File: config.mk
export PLATFORM = sky130hd
export DESIGN_NAME = image_memory_dp
export DESIGN_NICKNAME = d
export VERILOG_FILES = /design/src/rtl/image_mem_pkg.sv /design/src/rtl/image_mem_clr_seq.sv /design/src/rtl/image_memory_dp.sv
export SDC_FILE = /design/constraint.sdc
export NUM_CORES = 1
export LEC_CHECK = 0
export CAP_MARGIN = 20
export CORE_ASPECT_RATIO = 1.2
export CORE_MARGIN = 2
export CORE_UTILIZATION = 58
export DETAILED_ROUTE_END_ITERATION = 10
export PLACE_DENSITY = 0.78
export SYNTH_ARGS = -nofsm -noshare
export SYNTH_HDL_FRONTEND = slang
export SYNTH_SLANG_ARGS = --single-unit
File: constraint.sdc
create_clock -name CLK -period 2.9 [get_ports CLK]
set_clock_uncertainty 0.2 [all_clocks]
set_input_delay 0.58 -clock CLK [delete_from_list [all_inputs] [get_ports CLK]]
set_output_delay 0.58 -clock CLK [all_outputs]
set_load 0.02 [all_outputs]
File: src/rtl/image_mem_pkg.sv
// rtl/image_mem_pkg.sv - shared defaults and clear-FSM encoding for the image memory
// Purpose: default geometry/init value and the clear-sequencer state type.
// Contents: A_W_DEF, D_W_DEF, INIT_VAL_DEF, clr_state_t (IDLE=0, CLEAR=1).
package image_mem_pkg;

  localparam int A_W_DEF      = 5;
  localparam int D_W_DEF      = 1;
  localparam int INIT_VAL_DEF = 0;

  typedef enum logic {
    IDLE  = 1'b0,
    CLEAR = 1'b1
  } clr_state_t;

endpackage

File: src/rtl/image_mem_clr_seq.sv
// rtl/image_mem_clr_seq.sv - clear sweep sequencer (FSM plus address counter)
// Purpose: on reset or an idle clr pulse, emit one INIT write per cycle over 0..DEPTH-1.
// Ports:
//   clk      in   rising-edge clock
//   rst      in   synchronous active-high reset, (re)starts the sweep at address 0
//   clr      in   start pulse, honoured only in IDLE
//   busy     out  sweep in progress
//   clr_we   out  sweep write strobe for this cycle
//   clr_addr out  sweep write address for this cycle
module image_mem_clr_seq
  import image_mem_pkg::*;
#(
  parameter int A_W   = A_W_DEF,
  parameter int DEPTH = 2 ** A_W
) (
  input  logic           clk,
  input  logic           rst,
  input  logic           clr,
  output logic           busy,
  output logic           clr_we,
  output logic [A_W-1:0] clr_addr
);

  localparam logic [A_W-1:0] LAST = A_W'(DEPTH - 1);

  clr_state_t     state, state_n;
  logic [A_W-1:0] cnt, cnt_n;

  always_ff @(posedge clk) begin
    if (rst) begin
      state <= CLEAR;
      cnt   <= '0;
    end else begin
      state <= state_n;
      cnt   <= cnt_n;
    end
  end

  always_comb begin
    state_n = state;
    cnt_n   = cnt;
    busy    = 1'b0;
    clr_we  = 1'b0;
    case (state)
      IDLE: begin
        if (clr) begin
          state_n = CLEAR;
          cnt_n   = '0;
        end
      end
      CLEAR: begin
        busy   = 1'b1;
        clr_we = 1'b1;
        if (cnt == LAST) begin
          state_n = IDLE;
          cnt_n   = '0;
        end else begin
          cnt_n = cnt + 1'b1;
        end
      end
      default: state_n = IDLE;
    endcase
  end

  assign clr_addr = cnt;

endmodule

File: src/rtl/image_memory_dp.sv
// rtl/image_memory_dp.sv - dual-port image memory with clear sweep and collision flag
// Purpose: DEPTH x D_W store; port 0 writes on the request edge, port 1 one edge later;
//          registered read-first reads; clear sweep has priority, port 0 beats port 1.
// Ports:
//   CLK, RST          clock, synchronous active-high reset
//   A_0, DI_0, WE_0   port 0 address / write data / write enable
//   DQ_0              port 0 registered read data
//   A_1, DI_1, WE_1   port 1 address / write data / write request (committed next edge)
//   DQ_1              port 1 registered read data
//   CLR               clear sweep start pulse
//   BUSY              clear sweep in progress
//   COLL              one-cycle pulse: same-address write collision on the previous edge
module image_memory_dp
  import image_mem_pkg::*;
#(
  parameter int             A_W      = A_W_DEF,
  parameter int             D_W      = D_W_DEF,
  parameter int             DEPTH    = 2 ** A_W,
  parameter logic [D_W-1:0] INIT_VAL = D_W'(INIT_VAL_DEF)
) (
  input  logic           CLK,
  input  logic           RST,
  input  logic [A_W-1:0] A_0,
  input  logic [D_W-1:0] DI_0,
  input  logic           WE_0,
  output logic [D_W-1:0] DQ_0,
  input  logic [A_W-1:0] A_1,
  input  logic [D_W-1:0] DI_1,
  input  logic           WE_1,
  output logic [D_W-1:0] DQ_1,
  input  logic           CLR,
  output logic           BUSY,
  output logic           COLL
);

  localparam logic [A_W:0] DEPTH_L = (A_W + 1)'(DEPTH);

  function automatic logic in_range(input logic [A_W-1:0] a);
    return {1'b0, a} < DEPTH_L;
  endfunction

  logic [D_W-1:0] mem [DEPTH];

  logic           busy, clr_we;
  logic [A_W-1:0] clr_addr;

  logic           st_valid;
  logic [A_W-1:0] st_addr;
  logic [D_W-1:0] st_data;

  logic start, p0_wr, hit, p1_wr;

  image_mem_clr_seq #(.A_W(A_W), .DEPTH(DEPTH)) u_clr_seq (
    .clk      (CLK),
    .rst      (RST),
    .clr      (CLR),
    .busy     (busy),
    .clr_we   (clr_we),
    .clr_addr (clr_addr)
  );

  // start marks the edge on which BUSY rises from a CLR pulse; reads and
  // port-1 capture are already suppressed on that edge.
  assign start = CLR && !busy;
  assign p0_wr = WE_0 && !busy && in_range(A_0);
  assign hit   = p0_wr && st_valid && (st_addr == A_0);
  assign p1_wr = st_valid && !busy && !hit;

  always_ff @(posedge CLK) begin
    if (RST) begin
      st_valid <= 1'b0;
      st_addr  <= '0;
      st_data  <= '0;
    end else begin
      st_valid <= WE_1 && !busy && !CLR && in_range(A_1);
      st_addr  <= A_1;
      st_data  <= DI_1;
    end
  end

  // No reset on the array itself; the sweep that reset launches initialises it.
  always_ff @(posedge CLK) begin
    if (!RST) begin
      if (clr_we) begin
        mem[clr_addr] <= INIT_VAL;
      end else begin
        if (p0_wr) mem[A_0] <= DI_0;
        if (p1_wr) mem[st_addr] <= st_data;
      end
    end
  end

  always_ff @(posedge CLK) begin
    if (RST || busy || start) begin
      DQ_0 <= '0;
      DQ_1 <= '0;
    end else begin
      DQ_0 <= in_range(A_0) ? mem[A_0] : '0;
      DQ_1 <= in_range(A_1) ? mem[A_1] : '0;
    end
  end

  always_ff @(posedge CLK) begin
    if (RST) COLL <= 1'b0;
    else     COLL <= hit;
  end

  assign BUSY = busy;

endmodule

==> impl_metrics.prom <==
# TYPE chip_impl_metric gauge
chip_impl_metric{name="start_util",unit=""} 0.598
chip_impl_info{name="crit_chain",value="clkdlybuf4s50_1, xnor2_4, nand4_4, o311ai_4, buf_12, or2_1, mux2_1"} 1
chip_impl_metric{name="die_width",unit="um"} 73.5
chip_impl_metric{name="finalCritPeriodShare",unit=""} 0.905
chip_impl_metric{name="number_of_global_route_vias_before_repair",unit=""} 2545
chip_impl_info{name="tritoncts",value="done"} 1
chip_impl_metric{name="place.detailed.hpwl",unit="mm"} 5.92
chip_impl_metric{name="post-route-min-period",unit="ns"} 2.62
chip_impl_metric{name="antenna_cells",unit=""} 0
chip_impl_metric{name="switching_share",unit=""} 0.248
chip_impl_metric{name="timing_hold_violations_final",unit=""} 0
chip_impl_metric{name="worst_r2r_path_depth",unit=""} 6
chip_impl_metric{name="hold-path-cell-count",unit=""} 1
chip_impl_metric{name="top_level_i_o_count",unit=""} 21
chip_impl_metric{name="grt_util_all_layers",unit=""} 0.274
chip_impl_metric{name="clock_sink_count",unit=""} 48
chip_impl_metric{name="via_total_after_detailed_routing",unit=""} 2595
chip_impl_metric{name="grt_antenna_before_repair",unit=""} 0
chip_impl_metric{name="setup-tns-final",unit="ns"} 0
chip_impl_metric{name="max-slew-margin-rel",unit=""} 0.298
chip_impl_metric{name="slowest_delay",unit="ns"} 0.57
chip_impl_metric{name="detail_route.iter0.violations",unit=""} 235
chip_impl_info{name="worstSetupPathType",value="input pin to flip-flop"} 1
chip_impl_metric{name="timing.critical_path.fanout_max",unit=""} 15
chip_impl_metric{name="layout_setup_ws",unit="ns"} 0.275
chip_impl_metric{name="drt-total-wl",unit="mm"} 8.24
chip_impl_metric{name="worst-slew-pin-transition",unit="ns"} 1.05
chip_impl_metric{name="preCtsSetupSlack",unit="ns"} -0.0546
chip_impl_metric{name="synth.cell_area",unit="um2"} 3370
chip_impl_info{name="commonest_cells_after_routing_fill_and_taps_aside",value="nor2_1 (36), edfxtp_1 (32), o22ai_1 (30)"} 1
chip_impl_info{name="status",value="finished, final reports clean"} 1
chip_impl_metric{name="power.combinational.fraction",unit=""} 0.120
chip_impl_info{name="endpoint_kind",value="flip-flop"} 1
chip_impl_info{name="hold_path.startpoint",value="u_clr_seq.clr_addr[3]$_SDFFE_PP0P_"} 1
chip_impl_metric{name="internal_power",unit="W"} 0.00107
chip_impl_metric{name="die_height",unit="um"} 87.5
chip_impl_info{name="worst_setup_path_start_kind",value="input pin"} 1
chip_impl_metric{name="vdd_ir_drop_max",unit="V"} 0.000249
chip_impl_info{name="holdPathEnd",value="u_clr_seq.clr_addr[3]$_SDFFE_PP0P_"} 1
chip_impl_metric{name="gp_congestion",unit=""} 0.857
chip_impl_metric{name="asyncSetResetFlopFracSynth",unit=""} 0
chip_impl_metric{name="grt_max_degree",unit=""} 33
chip_impl_info{name="critical-path-slowest-cell",value="clkdlybuf4s50_1"} 1
chip_impl_metric{name="total_switching_power",unit="W"} 0.000352
chip_impl_metric{name="drt-vias-per-instance",unit=""} 6.74
chip_impl_metric{name="synth_edf_count",unit=""} 32
chip_impl_info{name="worstReg2RegStart",value="st_addr[2]$_SDFF_PP0_"} 1
chip_impl_info{name="cell_at_the_root_of_the_clock_tree",value="clkbuf_8"} 1
chip_impl_metric{name="core-area",unit="um2"} 5630
chip_impl_metric{name="post_cts_hold_buffer_count",unit=""} 0
chip_impl_info{name="ys.flop_type",value="edfxtp_1"} 1
chip_impl_info{name="rsz0062_at_grt",value="false"} 1
chip_impl_metric{name="max_freq",unit="MHz"} 381
chip_impl_metric{name="core.rowCount",unit=""} 30
chip_impl_metric{name="nets",unit=""} 339
chip_impl_info{name="crit-reg2reg-capture",value="mem[13]$_DFFE_PP_"} 1
chip_impl_metric{name="cts_htree_levels",unit=""} 2
chip_impl_metric{name="setup-violations-final",unit=""} 0
chip_impl_metric{name="drive_gt1_frac",unit=""} 0.255
chip_impl_metric{name="clock_tree.buffer_depth",unit=""} 2
chip_impl_metric{name="floorplan.die_area",unit="um2"} 6430
chip_impl_metric{name="post_dp_cell_area",unit="um2"} 3650
chip_impl_metric{name="worst-endpoint-arrival",unit="ns"} 2.48
chip_impl_metric{name="grt.overflow.total",unit=""} 0
chip_impl_metric{name="critPathRequiredTime",unit="ns"} 2.76
chip_impl_metric{name="share_seq_of_total_power",unit=""} 0.532
chip_impl_metric{name="netlist_cell_types",unit=""} 48
chip_impl_metric{name="drt_wl_cell",unit="um"} 21.4
chip_impl_metric{name="global_route_wire_length_before_repair",unit="mm"} 13.1
chip_impl_metric{name="pwr-share-clk",unit=""} 0.348
chip_impl_info{name="layout_commonest_cell",value="nor2_1"} 1
chip_impl_metric{name="number_of_synthesized_register_bits",unit=""} 48
chip_impl_metric{name="synth.yosys.seq_area_share",unit=""} 0.381
chip_impl_metric{name="cts-resized-gates",unit=""} 0
chip_impl_metric{name="ys.warnings.count",unit=""} 0
chip_impl_metric{name="powerDensity",unit="nW/um2"} 377
chip_impl_metric{name="slew_violations",unit=""} 0
chip_impl_metric{name="syn_nets",unit=""} 323
chip_impl_metric{name="synth_cells",unit=""} 304
chip_impl_metric{name="syn_avg_cell_area",unit="um2"} 11.1
chip_impl_metric{name="insertion_delay",unit="ns"} 0.31
chip_impl_metric{name="cts_setup_buffers",unit=""} 0
chip_impl_metric{name="total_leakage_power",unit="nW"} 1.26
chip_impl_metric{name="route.detailed.drc",unit=""} 0
chip_impl_metric{name="area_delta_synth_final",unit="%"} 11.6
chip_impl_metric{name="timing.max_cap.violations",unit=""} 0
chip_impl_metric{name="timing.reg2reg.setup_slack",unit="ns"} 0.42
chip_impl_info{name="hold_class",value="flip-flop to flip-flop"} 1
chip_impl_info{name="worstSetupStartpoint",value="A_0[2]"} 1
chip_impl_metric{name="detailedRoute.firstPassIterationCount",unit=""} 4
chip_impl_metric{name="cts_inserted_buffers",unit=""} 5
chip_impl_metric{name="cts.reportedPaths.clkPinSlew",unit="ns"} 0.09
chip_impl_metric{name="placement.io_buffers",unit=""} 20
chip_impl_metric{name="layout.cell_area.non_filler",unit="um2"} 3760
chip_impl_metric{name="remaining_antenna_violation_count_after_routing",unit=""} 0
[synth_stat cells (all sizes together) (3+ instances only)]
library cell	n	area [um2]
edfxtp	32	961
o311ai	4	105
o22ai	30	188
dfxtp	16	320
nand2b	5	33.8
buf	12	98.8
and2	3	18.8
clkbuf	15	56.3
mux2i	10	100
or2	5	31.3
o21ai	9	45.0
nand3	7	35.0
nand2	18	70.1
a21oi	6	30.0
nor2b	6	37.5
xnor2	5	70.1
inv	4	15.0
nand3b	5	41.3
mux2	34	413
nor3b	6	56.3
mux4	14	315
nor2	38	148
[power by group through the flow]
stage                     clock, W  combinational (W)  sequential (W)
after CTS                 0.000496           0.000168        0.000754
after floorplan                  0           0.000118        0.000754
after global routing      0.000524           0.000182        0.000756
after detailed placement         0           0.000167        0.000770
after global placement           0           0.000163        0.000769
final                     0.000493           0.000169        0.000755
[cell type report]
cell class                      instances  area [um2]
Clock buffer                            6        72.6
Tap cell                               64        80.1
Inverter                                4        15.0
Fill cell                             448        1870
Sequential cell                        48        1280
Multi-Input combinational cell        225        1910
Clock inverter                          2        35.0
Timing Repair Buffer                   36         358
[worst max path at each step]
stage | to | slack [ns] | depth (start not counted)
6_report | mem[13]$_DFFE_PP_ | 0.28 | 7
5_1_grt | mem[30]$_DFFE_PP_ | 0.17 | 7
4_1_cts | mem[13]$_DFFE_PP_ | 0.26 | 7
3_5_place_dp | mem[13]$_DFFE_PP_ | -0.05 | 7
3_3_place_gp | mem[30]$_DFFE_PP_ | -0.007 | 7
2_1_floorplan | mem[2]$_DFFE_PP_ | 0.57 | 6
[per-stage QoR]
step                cells  hold WS [ns]  total power (W)   util
floorplan             304         0.249         0.000872      -
global placement      377         0.297         0.000932  0.648
detailed placement    377         0.326         0.000937  0.648
CTS                   385         0.339          0.00142  0.667
global route          385         0.391          0.00146  0.667
finish                385         0.340          0.00142  0.667
[cells by family after synthesis]
| family | synth area share |
|---|---|
| xor+xnor | 0.0208 |
| simple gates | 0.163 |
| buf+inv | 0.0506 |
| mux | 0.246 |
| compound gates | 0.132 |
| flops | 0.381 |
| fa+ha+maj | 0.00743 |
[registers in the layout, summed over array words and instances, names as in the netlist]
name                count
mem                    32
st_addr                 5
u_clr_seq.clr_addr      5
COLL                    1
DQ_0                    1
DQ_1                    1
st_data                 1
st_valid                1
u_clr_seq.state         1
[critical path, delay by kind of cell]
| family | cells | cell delay [ns] |
|---|---|---|
| muxes | 1 | 0.33 |
| buffers and inverters | 2 | 0.75 |
| AOI/OAI and AO/OA | 1 | 0.33 |
| xor gates and xnor gates | 1 | 0.15 |
| and+or+nand+nor | 2 | 0.34 |
[per-layer routing]
metal / global-route usage / up-vias / routed length [um] / share of wire
met4: 0.124 / 0 / 304 / 0.037
met3: 0.0440 / 27 / 466 / 0.057
met2: 0.457 / 111 / 4130 / 0.50
met1: 0.347 / 1275 / 3340 / 0.41
met5: 0 / - / 0 / 0
li1: - / 1182 / - / -
Power figures use the tool's default switching activity.
